[src/rtl/modexp_sched_pkg.sv]
// Shared types and constants for the modexp engine scheduler.
// Optional feature macro: MODEXP_SCHED_TIMEOUT_EN (WAIT watchdog + DRAIN state).
package modexp_sched_pkg;

    typedef enum logic [2:0] {
        IDLE,
        ISSUE,
        WAIT,
        RESP,
        DRAIN
    } state_t;

    localparam int MIN_MODULUS = 2;

endpackage

[src/rtl/rr_arbiter.sv]
// Combinational round-robin arbiter: search starts one past the last grant.
// Reusable for any shared engine; no state is kept here.
module rr_arbiter #(
    parameter  int NUM_REQ = 4,
    localparam int ID_W    = $clog2(NUM_REQ)
) (
    input  logic [NUM_REQ-1:0] req,
    input  logic [ID_W-1:0]    last_grant,
    output logic [NUM_REQ-1:0] grant,
    output logic [ID_W-1:0]    grant_id,
    output logic               any_grant
);

    int idx;

    always_comb begin
        grant     = '0;
        grant_id  = '0;
        any_grant = 1'b0;
        idx       = 0;
        for (int i = 1; i <= NUM_REQ; i++) begin
            idx = int'(last_grant) + i;
            if (idx >= NUM_REQ) begin
                idx = idx - NUM_REQ;
            end
            if (!any_grant && req[idx]) begin
                any_grant  = 1'b1;
                grant[idx] = 1'b1;
                grant_id   = ID_W'(idx);
            end
        end
    end

endmodule

[src/rtl/modexp_scheduler.sv]
// Shares one modexp engine between NUM_REQ requesters, one op in flight.
// Optional feature macro: MODEXP_SCHED_TIMEOUT_EN (WAIT watchdog + DRAIN state).
module modexp_scheduler
    import modexp_sched_pkg::*;
#(
    parameter int WIDTH          = 16,
    parameter int NUM_REQ        = 4,
    parameter int TIMEOUT_CYCLES = 4096
) (
    input  logic                          clk_in,
    input  logic                          rst_n_in,
    input  logic [NUM_REQ-1:0]            req_valid_in,
    input  logic [NUM_REQ-1:0][WIDTH-1:0] req_value_in,
    input  logic [NUM_REQ-1:0][WIDTH-1:0] req_modulus_in,
    input  logic [NUM_REQ-1:0][WIDTH-1:0] req_exponent_in,
    output logic [NUM_REQ-1:0]            req_ready_out,
    output logic [NUM_REQ-1:0]            resp_valid_out,
    input  logic [NUM_REQ-1:0]            resp_ready_in,
    output logic [WIDTH-1:0]              resp_value_out,
    output logic                          resp_err_out,
    output logic                          eng_ready_out,
    output logic [WIDTH-1:0]              eng_value_out,
    output logic [WIDTH-1:0]              eng_modulus_out,
    output logic [WIDTH-1:0]              eng_exponent_out,
    input  logic [WIDTH-1:0]              eng_value_in,
    input  logic                          eng_busy_in,
    input  logic                          eng_valid_in
);

    localparam int ID_W = $clog2(NUM_REQ);

    state_t             state;
    logic [ID_W-1:0]    last_grant;
    logic [ID_W-1:0]    id_q;
    logic [WIDTH-1:0]   val_q;
    logic [WIDTH-1:0]   mod_q;
    logic [WIDTH-1:0]   exp_q;
    logic [NUM_REQ-1:0] grant;
    logic [ID_W-1:0]    grant_id;
    logic               any_grant;
    logic               accept;
    logic               bad_mod;

`ifdef MODEXP_SCHED_TIMEOUT_EN
    localparam int CNT_W = $clog2(TIMEOUT_CYCLES + 1);
    logic [CNT_W-1:0] cnt;
    logic             timed_out;
`endif

    rr_arbiter #(
        .NUM_REQ(NUM_REQ)
    ) u_arb (
        .req       (req_valid_in),
        .last_grant(last_grant),
        .grant     (grant),
        .grant_id  (grant_id),
        .any_grant (any_grant)
    );

    assign accept  = (state == IDLE) && !eng_busy_in && any_grant;
    assign bad_mod = req_modulus_in[grant_id] < WIDTH'(MIN_MODULUS);

    assign req_ready_out    = accept ? grant : '0;
    assign eng_value_out    = val_q;
    assign eng_modulus_out  = mod_q;
    assign eng_exponent_out = exp_q;

    always_ff @(posedge clk_in) begin
        if (!rst_n_in) begin
            state          <= IDLE;
            last_grant     <= ID_W'(NUM_REQ - 1);
            id_q           <= '0;
            val_q          <= '0;
            mod_q          <= '0;
            exp_q          <= '0;
            resp_valid_out <= '0;
            resp_value_out <= '0;
            resp_err_out   <= 1'b0;
            eng_ready_out  <= 1'b0;
`ifdef MODEXP_SCHED_TIMEOUT_EN
            cnt            <= '0;
            timed_out      <= 1'b0;
`endif
        end else begin
            unique case (state)
                IDLE: begin
                    if (accept) begin
                        val_q      <= req_value_in[grant_id];
                        mod_q      <= req_modulus_in[grant_id];
                        exp_q      <= req_exponent_in[grant_id];
                        id_q       <= grant_id;
                        last_grant <= grant_id;
                        if (bad_mod) begin
                            state          <= RESP;
                            resp_valid_out <= grant;
                            resp_value_out <= '0;
                            resp_err_out   <= 1'b1;
                        end else begin
                            state         <= ISSUE;
                            eng_ready_out <= 1'b1;
                        end
                    end
                end
                ISSUE: begin
                    eng_ready_out <= 1'b0;
                    state         <= WAIT;
`ifdef MODEXP_SCHED_TIMEOUT_EN
                    cnt           <= '0;
`endif
                end
                WAIT: begin
                    if (eng_valid_in) begin
                        state          <= RESP;
                        resp_valid_out <= NUM_REQ'(1) << id_q;
                        resp_value_out <= eng_value_in;
                        resp_err_out   <= 1'b0;
                    end
`ifdef MODEXP_SCHED_TIMEOUT_EN
                    else if (cnt == CNT_W'(TIMEOUT_CYCLES - 1)) begin
                        state          <= RESP;
                        resp_valid_out <= NUM_REQ'(1) << id_q;
                        resp_value_out <= '0;
                        resp_err_out   <= 1'b1;
                        timed_out      <= 1'b1;
                    end else begin
                        cnt <= cnt + 1'b1;
                    end
`endif
                end
                RESP: begin
                    if (resp_ready_in[id_q]) begin
                        resp_valid_out <= '0;
`ifdef MODEXP_SCHED_TIMEOUT_EN
                        // abandoned op may still be running: wait it out
                        state          <= timed_out ? DRAIN : IDLE;
                        timed_out      <= 1'b0;
`else
                        state          <= IDLE;
`endif
                    end
                end
`ifdef MODEXP_SCHED_TIMEOUT_EN
                DRAIN: begin
                    if (!eng_busy_in && !eng_valid_in) begin
                        state <= IDLE;
                    end
                end
`endif
                default: state <= IDLE;
            endcase
        end
    end

endmodule

[config.mk]
export PLATFORM = sky130hd
export DESIGN_NAME = modexp_scheduler
export DESIGN_NICKNAME = d
export VERILOG_FILES = /design/src/rtl/modexp_sched_pkg.sv /design/src/rtl/rr_arbiter.sv /design/src/rtl/modexp_scheduler.sv
export SDC_FILE = /design/constraint.sdc
export NUM_CORES = 1
export LEC_CHECK = 0
export ABC_AREA = 1
export ABC_CLOCK_PERIOD_IN_PS = 4300
export CAP_MARGIN = 10
export CORE_UTILIZATION = 40
export CTS_CLUSTER_DIAMETER = 120
export CTS_CLUSTER_SIZE = 30
export DETAILED_ROUTE_END_ITERATION = 12
export HOLD_SLACK_MARGIN = 0.1
export PLACE_DENSITY_LB_ADDON = 0.08
export SYNTH_ARGS = -nofsm -noshare
export SYNTH_HDL_FRONTEND = slang
export SYNTH_SLANG_ARGS = --single-unit
[constraint.sdc]
create_clock -name clk_in -period 4.3 [get_ports clk_in]
set_clock_uncertainty 0.2 [all_clocks]
set_input_delay 0.43 -clock clk_in [delete_from_list [all_inputs] [get_ports clk_in]]
set_output_delay 0.43 -clock clk_in [all_outputs]
set_load 0.05 [all_outputs]
==> results of run 1 <==
==> layer usage <==
| metal | GRT usage | wire length, um | vias to the layer above |
|---|---|---|---|
| li1 | - | - | 3397 |
| met1 | 0.333 | 8260 | 2974 |
| met2 | 0.456 | 8990 | 220 |
| met3 | 0.0874 | 1510 | 32 |
| met4 | 0.0823 | 420 | 0 |
| met5 | 0 | 0 | - |
==> state kept, by name (all words and copies together), names as in the netlist <==
register,cells
eng_exponent_out,16
eng_modulus_out,16
eng_ready_out,1
eng_value_out,16
id_q,2
last_grant,2
resp_err_out,1
resp_valid_out,4
resp_value_out,16
state,2
==> placed cells by master (no fill, tap or decap), types with 4 or more instances in the layout <==
cell type          n
nor2_1           194
a21oi_1           27
nand3_1           79
a22oi_1            4
o211ai_1           5
ha_1              13
nand2_1          126
bufinv_16          4
inv_2              4
o221ai_1           4
inv_1            107
dfxtp_1           76
nand3_2            4
nand2_4            4
o21ai_0          112
a32oi_1            4
clkdlybuf4s50_1  289
buf_12             4
o22ai_1           33
nand3b_1          14
buf_4             16
clkbuf_16          9
==> final cells by class <==
type	instances	area, sq um
clock buffers	9	225
clock inverters	7	146
fillers	1222	4440
inverters	112	423
multi-input cells	641	3180
flip-flops and latches	76	1520
well taps	176	220
repair buffers	309	3090
==> kinds of logic after synthesis <==
logic type,synth area share
AND/OR/NAND/NOR,0.346
adder cells (fa/ha/maj),0.0300
flip-flops,0.281
buffers and inverters,0.140
AO/OA/AOI/OAI,0.203
==> what timing repair did <==
| action | CTS | global route |
|---|---|---|
| hold buffers | 0 | 0 |
| endpoints found under the hold margin | 0 | 0 |
| gates resized for setup | 0 | 2 |
| setup endpoints to repair | 0 | 15 |
==> worst min path at each step <==
stage,start,end,slack [ns],cells after the start
floorplan,state[1],state[1],0.28,2
global placement,resp_value_out[2],resp_value_out[2],0.26,2
detailed placement,resp_value_out[4],resp_value_out[4],0.27,2
CTS,resp_value_out[4],resp_value_out[4],0.29,2
global route,resp_value_out[4],resp_value_out[4],0.31,2
finish,resp_value_out[4],resp_value_out[4],0.28,2
==> tightest hold or removal path: stages (launching register included) <==
cell,delay [ns]
dfxtp_1,0.33
a21oi_1,0.04
nor2_1,0.08
==> stage by stage <==
stage | hold slack, ns | utilization | cells | setup WS (ns) | cell area (sq um)
floorplan | 0.276 | - | 892 | 0.940 | 5420
global placement | 0.264 | 0.636 | 1314 | 0.513 | 8420
detailed placement | 0.269 | 0.636 | 1314 | 0.417 | 8420
CTS | 0.286 | 0.664 | 1330 | 0.409 | 8790
global route | 0.306 | 0.665 | 1330 | 0.0117 | 8810
finish | 0.281 | 0.665 | 1330 | 0.368 | 8810
==> impl_metrics.ini, run 1 <==
[clock_network]
cts_buffers = 9
clk_path_buf_depth = 2
root_buffer = clkbuf_16
clk_latency_ns = 0.33
clkSinkCount = 76
htree_levels = 3
clk_pin_slew_ns = 0.06
cts_tree = built
postCtsSetupRepairBufs = 0

[sta]
period_share = 0.915
tightest_slew_ns = 0.945
finalSetupTns_ns = 0
fmax_mhz = 254
maxSlewViolCount = 0
fin_crit_ns = 3.93
relSlewSlack = 0.369
finalHoldViolCount = 0
rsz0062_at_grt = false
setup_viol = 0

[global_route]
grt_use_total = 0.273
grt_pass1_vias = 6184
grt_pass1_wl_um = 30800
antenna_found_initial = 0
grt_max_degree = 51
overflow = 0

[synth]
syn_area_sq_mm = 0.00542
ys_seq_area_frac = 0.281
synth_nets = 1125
synth_edf_count = 0
postSynthAreaPerCell_sq_um = 6.07
ys_top_cells_by_count = 195 x nor2_1, 126 x nand2_1, 112 x o21ai_0
synth_cell_types = 35
async_flop_share = 0
synth_area_leaders = dfxtp_1 28%, nor2_1 14%, o21ai_0 10%
yosysWarnings = 0
syn_inst = 892
synth.most_common_cell = nor2_1
synthFlopType = dfxtp_1
synth_top_cell_area_share = 0.281
yosys_register_bits = 76
synth_area_leader_cell = dfxtp_1

[hold_path]
hold_class = flip-flop to flip-flop

[routing]
wl_per_cell_um = 14.4
drt_iter0_drc = 323
vias_per_cell = 4.98
wl_um = 19200
antenna_left = 0
first_pass_iters = 4
drc = 0
num_vias = 6623

[floorplan]
fp.dieH_um = 118
core_area_sq_mm = 0.0132
dieArea_sq_mm = 0.0140
die_w_um = 118
pin_count = 294
start_util = 0.409
floorplan.rows = 42

[setup_path]
r2r_cells = 20
r2r_start = last_grant[0]
r2r_end = resp_valid_out[3]
path_buf_inv = 9
cp-start-kind = flip-flop
crit_path_end = req_ready_out[1]
crit_start = last_grant[0]
cp_data_arrival_time_ns = 3.30
slowest_stage = dfxtp_1
path_common_cell = inv_2
required_ns = 3.67
path_delay_family = buffers and inverters
rrSetupSlack_ns = 0.43
cp_slowest_stage_delay_ns = 0.63
worstPathCellList = inv_2, ha_1, inv_1, nand2_1, nand2_4, inv_4, nand3_4, inv_2, nand2_4, buf_4, nand3_2, buf_4, inv_2, nand2_1, inv_1, buf_12
crit_type = flip-flop to output port
cp_num_cells = 16
critPathCaptureType = output port
cp_max_fo = 31

[layout]
drive_gt1_frac = 0.0520
synthToLayoutAreaGrowth_pct = 62.6
diodes = 0
final_nets = 1382

[placement]
port_buffers = 293
hpwl_um = 14200
gp_congestion = 0.893

[job]
cap_violations = 0

[outcome]
status = complete, no violations
Power of run 1 is not shown: default switching activity piles up to over one toggle a cycle in this logic, so the estimate is an artifact.
==> inputs of run 2 (changes only) <==
--- a/config.mk
+++ b/config.mk
@@ -8,10 +8,12 @@
 export ABC_AREA = 1
 export ABC_CLOCK_PERIOD_IN_PS = 4300
 export CAP_MARGIN = 10
-export CORE_UTILIZATION = 40
+export CORE_AREA = 2 2 113 115
 export CTS_CLUSTER_DIAMETER = 120
 export CTS_CLUSTER_SIZE = 30
 export DETAILED_ROUTE_END_ITERATION = 12
+export DIE_AREA = 0 0 115 117
+export DONT_BUFFER_PORTS = 1
 export HOLD_SLACK_MARGIN = 0.1
 export PLACE_DENSITY_LB_ADDON = 0.08
 export SYNTH_ARGS = -nofsm -noshare
==> run 2 against run 1 <==
Compared with the run above: first-iteration DRC count rose by 26%; global-route usage fell by 2.5 points; sequential share of layout area rose by 8.8 points; register-to-register slack improved by 0.03 ns; maximum frequency rose by 0.93%; die area fell by 4.0%; non-clock buffer count fell by 292; cell count fell by 24%; hold slack got worse by 0.15 ns; core utilization fell by 19 points; count of clock-buffer cells in the layout rose by 1; worst setup slack improved by 0.036 ns; largest cell class unchanged; highest routed layer unchanged.
==> impl_metrics.ini, run 2 (synthesis results as in run 1) <==
[setup_path]
crit_start = last_grant[1]
r2r_cells = 20
path_common_cell = inv_1
r2r_end = resp_err_out
crit_type = flip-flop to output port
required_ns = 3.67
cp-start-kind = flip-flop
worstPathCellList = inv_1, ha_1, inv_1, nand2_1, nand2_4, inv_4, nand3_4, inv_2, nand2_4, buf_4, nand3_4, inv_2, nand2_1, inv_1, buf_12
slowest_stage = dfxtp_1
cp_max_fo = 31
cp_slowest_stage_delay_ns = 0.47
rrSetupSlack_ns = 0.46
r2r_start = last_grant[1]
cp_data_arrival_time_ns = 3.27
critPathCaptureType = output port

[sta]
setup_viol = 0
fin_crit_ns = 3.90
period_share = 0.906
fmax_mhz = 257
tightest_slew_ns = 1.11
maxSlewViolCount = 0
finalSetupTns_ns = 0
whs_ns = 0.131
rsz0062_at_grt = false
finalHoldViolCount = 0
relSlewSlack = 0.260

[routing]
drc = 0
wl_um = 17700
wl_per_cell_um = 17.5
first_pass_iters = 6
drt_iter0_drc = 406
antenna_left = 0
vias_per_cell = 5.62
num_vias = 5686

[floorplan]
pin_count = 294
core_area_sq_mm = 0.0123
dieArea_sq_mm = 0.0135
floorplan.rows = 41
die_w_um = 115
fp.dieH_um = 117
start_util = 0.440

[clock_network]
clkSinkCount = 76
htree_levels = 3
clk_pin_slew_ns = 0.06
clk_latency_ns = 0.34
cts_buffers = 9
cts_tree = built
clk_path_buf_depth = 2
root_buffer = clkbuf_16

[hold_path]
hold_class = primary input to flip-flop
holdPathStages = 4
hold_start = eng_value_in[14]
worstHoldEndpoint = resp_value_out[14]

[global_route]
grt_pass1_wl_um = 26200
overflow = 0
grt_use_total = 0.248
grt_max_degree = 54
grt_pass1_vias = 5044
antenna_found_initial = 0

[placement]
hpwl_um = 13200
placed_cell_area_sq_mm = 0.00548
port_buffers = 0
gp_congestion = 0.926

[layout]
fin_util = 0.475
final_nets = 1090
mostFrequentLayoutCells = 194 x nor2_1, 126 x nand2_1, 112 x o21ai_0
synthToLayoutAreaGrowth_pct = 7.88
n_fill_cell = 1312
layout_commonest_cell = nor2_1
fin_area_sq_mm = 0.00584
drive_gt1_frac = 0.0661
diodes = 0

[outcome]
status = complete, no violations

[job]
cap_violations = 0
run 2: layout make-up:
type                    count  area (sq um)  area share
clock buffers              10           239      0.0409
clock inverters             6          93.8      0.0161
inverters                 112           423      0.0724
multi-input cells         641          3190       0.545
flip-flops and latches     76          1520       0.261
well taps                 150           188      0.0321
repair buffers             17           193      0.0330
run 2: worst max-delay path, delay by kind of cell, from the launching register on:
family | cells | cell delay (ns)
buffers and inverters | 8 | 1.29
AND/OR/NAND/NOR | 6 | 0.74
flip-flops | 1 | 0.47
adder cells (fa/ha/maj) | 1 | 0.42
run 2: per-stage QoR:
step,setup WS (ns),instances
global route,0.0211,1012
finish,0.404,1012
CTS,0.0830,1012
global placement,0.417,995
floorplan,0.940,892
detailed placement,0.246,995
run 2: per-layer routing:
metal  track usage  vias up  wire, um
li1              -     2812         -
met1         0.292     2599      7000
met2         0.429      239      8630
met3        0.0767       36      1530
met4        0.0884        0       505
met5             0        -         0
run 2: how the worst max path moves through the flow:
stage                                    to  slack [ns]  depth (start not counted)
after CTS                  req_ready_out[0]        0.08                         15
after global placement    resp_valid_out[3]        0.42                         19
final                      req_ready_out[0]        0.40                         15
after global routing      resp_valid_out[1]        0.02                         19
after floorplan            req_ready_out[0]        0.94                         18
after detailed placement  resp_valid_out[1]        0.25                         19
run 2: repair_timing:
item	4_1_cts	5_1_grt
hold buffers	1	0
endpoints found under the hold margin	28	0
resized for setup	0	4
setup endpoints to repair	0	25
buffers inserted	0	0
Power of run 2 is left out for the same reason.
==> inputs of run 3 (changes only) <==
--- a/config.mk
+++ b/config.mk
@@ -7,7 +7,6 @@
 export LEC_CHECK = 0
 export ABC_AREA = 1
 export ABC_CLOCK_PERIOD_IN_PS = 4300
-export CAP_MARGIN = 10
 export CORE_AREA = 2 2 113 115
 export CTS_CLUSTER_DIAMETER = 120
 export CTS_CLUSTER_SIZE = 30
==> results of run 3 <==
No change in the layout: final DEF, timing and power equal those of run 2.
Power of run 3 is left out for the same reason.
==> edit 1 (flow settings as in run 1) <==
Re-encode `state_t` (5 states) as Gray code, 3 bits wide.
--- a/src/rtl/modexp_sched_pkg.sv
+++ b/src/rtl/modexp_sched_pkg.sv
@@ -3,11 +3,11 @@
 package modexp_sched_pkg;
 
     typedef enum logic [2:0] {
-        IDLE,
-        ISSUE,
-        WAIT,
-        RESP,
-        DRAIN
+        IDLE  = 3'b000,
+        ISSUE = 3'b001,
+        WAIT  = 3'b011,
+        RESP  = 3'b010,
+        DRAIN = 3'b110
     } state_t;
 
     localparam int MIN_MODULUS = 2;
Behaviour: same outputs for any inputs over 4 cycles, from zero or initial values and one cycle with rst_n_in low; so few cycles prove little.
==> edit 1 against run 1 <==
Via count shrank 4.1%; non-clock buffer count decreased by 2; maximum frequency decreased by 1.2%; cell area fell by 3.5%; worst setup slack worse by 0.047 ns; area after synthesis shrank 4.1%; sequential cell count did not move; utilization increased by 0.81 points; routed wire length fell by 0.64%.
==> edit 1: results (changes against run 1) <==
Hpwl dp - 14250 microns (+0.18%)
Dpl cell area - 8225 sq um (-2.3%)
Layout cell share with drive strength beyond 1 - 6.931% (+1.7 points)
Netlist cell types - 40 (+14%)
CP Data Arrival Time - 3.35 ns (+0.05 ns)
Synthesized-area fraction occupied by adder cells - 1.927% (-1.1 points)
Largest net degree at the start of global routing - 53 (+3.9%)
Worst hold path type - reg -> reg
Antenna violations before repair - 0 (unchanged)
Via count - 6350 (-4.1%)
Nets - 1334 (-3.5%)
Synthesis Warnings - 0 (unchanged)
Top cells by count, synth - nor2_1, nand2_1, o21ai_0
Filler cells - 1192 (-2.5%)
Compound-Gate Fraction of Synth Area - 21.87% (+1.6 points)
Outcome - finished, final reports clean
WL/cell - 14.85 microns (+3.0%)
Place WS - 0.4694 ns (+0.05294 ns)
Syn nets - 1072 (-4.7%)
Vias in the first global route - 5727 (-7.4%)
Ranking of synthesized cells by area - dfxtp_1, nor2_1, o21ai_0
Total GRT Usage - 27.54% (+0.25 points)
GPL Wtd Cong - 0.8916 (-0.12%)
First-pass GRT wire length - 28610 microns (-7.0%)
Router iterations before antenna repair - 5 (+1)
Buffers on Ports - 293 (unchanged)
Worst slew margin - 55.60% (+19 points)
## edit 1: metrics by stage
stage	cells	util, %	power (uW)
floorplan	844	-	5430
global placement	1267	65.18	6933
detailed placement	1267	65.18	6979
CTS	1283	67.32	7705
global route	1283	67.32	8407
finish	1283	67.32	7691
## edit 1: area by class of cell
cell class                 instances  area (sq um)  share of cell area (%)
clock buffer                      11         242.7                   2.857
clock inverter                     5         27.53                  0.3240
inverter                         113         424.2                   4.993
multi-input combinational        599          2987                   35.15
sequential                        76          1521                   17.91
tap                              172         215.2                   2.533
timing repair buffer             307          3078                   36.23
## edit 1: logic make-up after synthesis
logic type	after synthesis
adder cells (fa/ha/maj)	8
buffers and inverters	169
flip-flops	76
AO/OA/AOI/OAI	195
AND/OR/NAND/NOR	396
## edit 1: power by group
group / internal [uW] / total [uW] / switching [uW]
logic: 1970 / 5950 / 3980
clock network: 402 / 698 / 295
registers: 908 / 1040 / 135
## edit 1: worst max-delay path, cell delays in order (launching register included)
cell and delay, ns:
dfxtp_1 0.60, inv_2 0.23, ha_1 0.44, inv_1 0.13, nand2_1 0.11, nand2_4 0.11, inv_2 0.06, nand3_2 0.11
inv_2 0.06, nand2_4 0.06, buf_4 0.30, nand2_1 0.17, inv_2 0.26, nand2_1 0.10, inv_1 0.11, buf_12 0.14
## edit 1: worst paths after layout
| check | start | to | slack [ns] | depth (start not counted) |
|---|---|---|---|---|
| setup / recovery | last_grant[0]$_SDFFE_PN1P_ | req_ready_out[1] | 0.32 | 15 |
| hold / removal | resp_value_out[7]$_SDFFE_PN0P_ | resp_value_out[7]$_SDFFE_PN0P_ | 0.27 | 2 |
| setup reg to reg | last_grant[0]$_SDFFE_PN1P_ | resp_value_out[12]$_SDFFE_PN0P_ | 0.43 | 21 |
| hold reg to reg | resp_value_out[7]$_SDFFE_PN0P_ | resp_value_out[7]$_SDFFE_PN0P_ | 0.27 | 2 |
## edit 1: routing by layer
metal  global-route usage [%]  vias up  wire (microns)
li1                         -     3251               -
met3                    8.525       23            1462
met4                    8.462        0             436
met1                    32.25     2877            7920
met2                    47.94      199            9235
met5                        0        -               0
==> edit 2 (config.mk and constraints of run 1) <==
Made on the original files. `WIDTH`: 16 -> 20.
--- a/src/rtl/modexp_scheduler.sv
+++ b/src/rtl/modexp_scheduler.sv
@@ -3,7 +3,7 @@
 module modexp_scheduler
     import modexp_sched_pkg::*;
 #(
-    parameter int WIDTH          = 16,
+    parameter int WIDTH          = 20,
     parameter int NUM_REQ        = 4,
     parameter int TIMEOUT_CYCLES = 4096
 ) (
Interface: changed (8 resized); port bits go from 294 to 362. The function was not compared with the original's and may differ.
==> edit 2 against run 1 <==
Global-route usage increased by 0.92 points; die area grew 21%; worst setup slack worse by 0.057 ns; cell area grew 20%; via count grew 25%; routed wire length rose by 31%; synthesized cell count is 22% higher; cell count is 22% higher; critical path depth did not move; area after synthesis up 21%; sequential cell count up 16; critical path type unchanged; highest routed layer unchanged.
Power is left out: the tool's default activity adds up to more than one toggle a clock period on the data nets, which glitch-free logic cannot reach.
==> edit 2: results (changes against run 1) <==
Register area share after synthesis - 28.03% (-0.056 points)
Total Wirelength - 25110 microns (+31%)
Total GRT Usage - 28.21% (+0.92 points)
Post-synthesis cell count - 1092 (+22%)
Clk slew on worst S/H paths - 0.08 ns (+0.02 ns)
CP Data Arrival Time - 3.36 ns (+0.06 ns)
Hpwl dp - 18540 microns (+30%)
Router iterations before antenna repair - 5 (+1)
Hold_sp - resp_value_out[7]$_SDFFE_PN0P_
Layout cell share with drive strength beyond 1 - 5.166% (-0.033 points)
Top FF cell, synth - dfxtp_1
Buffers on Ports - 361 (+23%)
Ranking of synthesized cells by area - dfxtp_1, nor2_1, nand2_1
Post-Place Cells - 1611 (+23%)
Clk Latency, worst-skew pair - 0.35 ns (+0.02 ns)
Starting DRT DRC Count - 551 (+71%)
Netlist cell types - 38 (+8.6%)
Largest net degree at the start of global routing - 54 (+5.9%)
R2R Path End - resp_value_out[14]$_SDFFE_PN0P_
Worst Tran Pin Value - 0.9688 ns (+0.02362 ns)
Synthesis Warnings - 0 (unchanged)
Reg-to-reg critical path startpoint - last_grant[1]$_SDFFE_PN1P_
Antenna violations before repair - 0 (unchanged)
Filler cells - 1437 (+18%)
First-pass GRT wire length - 37190 microns (+21%)
Top cells by count, synth - nor2_1, nand2_1, o21ai_0
GPL Wtd Cong - 0.9190 (+2.9%)
Nets - 1693 (+23%)
Via count - 8261 (+25%)
Largest fanout on the critical path - 44 (+42%)
Vias in the first global route - 7352 (+19%)
Outcome - finished, final reports clean
Syn nets - 1377 (+22%)
WL/cell - 15.42 microns (+6.9%)
==> edit 2: cell count changes in the layout (fill, tap and decap cells not counted), moves of 16 or more <==
cell | run 1 | this run
nor2_1 | 194 | 227
nand2_1 | 126 | 180
inv_1 | 107 | 123
o21ai_0 | 112 | 132
nand3_1 | 79 | 106
dfxtp_1 | 76 | 92
clkdlybuf4s50_1 | 289 | 357
==> edit 2: logic make-up after synthesis <==
group	Yosys count	share of synthesized area, %
simple gates	548	35.91
flops	92	28.03
compound gates	232	20.05
fa+ha+maj	13	2.475
buf+inv	207	13.54
==> edit 2: worst min-delay path by stage <==
stage,endpoint,slack (ns)
final,resp_value_out[7]$_SDFFE_PN0P_,0.28
after floorplan,state[1]$_SDFFE_PN0P_,0.28
after detailed placement,resp_value_out[7]$_SDFFE_PN0P_,0.27
after global routing,resp_valid_out[2]$_SDFFE_PN0P_,0.30
after global placement,resp_valid_out[3]$_SDFFE_PN0P_,0.26
after CTS,resp_value_out[7]$_SDFFE_PN0P_,0.29
==> edit 2: critical path, stage by stage (launching register included) <==
cell,delay [ns]
dfxtp_1,0.45
inv_1,0.21
ha_2,0.44
inv_1,0.09
nand2_1,0.13
nand2_4,0.09
inv_2,0.09
nand3_2,0.20
inv_2,0.13
nand2_4,0.08
buf_8,0.20
nand3_2,0.14
buf_4,0.30
inv_2,0.12
nand2_1,0.10
inv_1,0.07
buf_12,0.15
==> edit 2: area by class of cell <==
class                           count  area share, %
Multi-Input combinational cell    795          36.73
Timing Repair Buffer              381          35.98
Sequential cell                    92          17.37
Inverter                          129          4.567
Tap cell                          216          2.549
Clock buffer                        9          2.124
Clock inverter                      7         0.6727
==> edit 2: stage by stage <==
step	setup WS, ns	hold slack, ns	cell area [sq um]
detailed placement	0.2092	0.2664	10250
global route	0.06866	0.3018	10600
floorplan	0.7167	0.2771	6571
CTS	0.1762	0.2859	10550
finish	0.3104	0.2840	10600
global placement	0.4249	0.2624	10250
==> edit 2: metal layers <==
metal	vias to the layer above	share of wire [%]	track usage, %
met5	-	0	0
met4	0	3.8	13.34
met3	53	7.9	7.339
met2	327	48	47.75
met1	3717	40	33.17
li1	4164	-	-
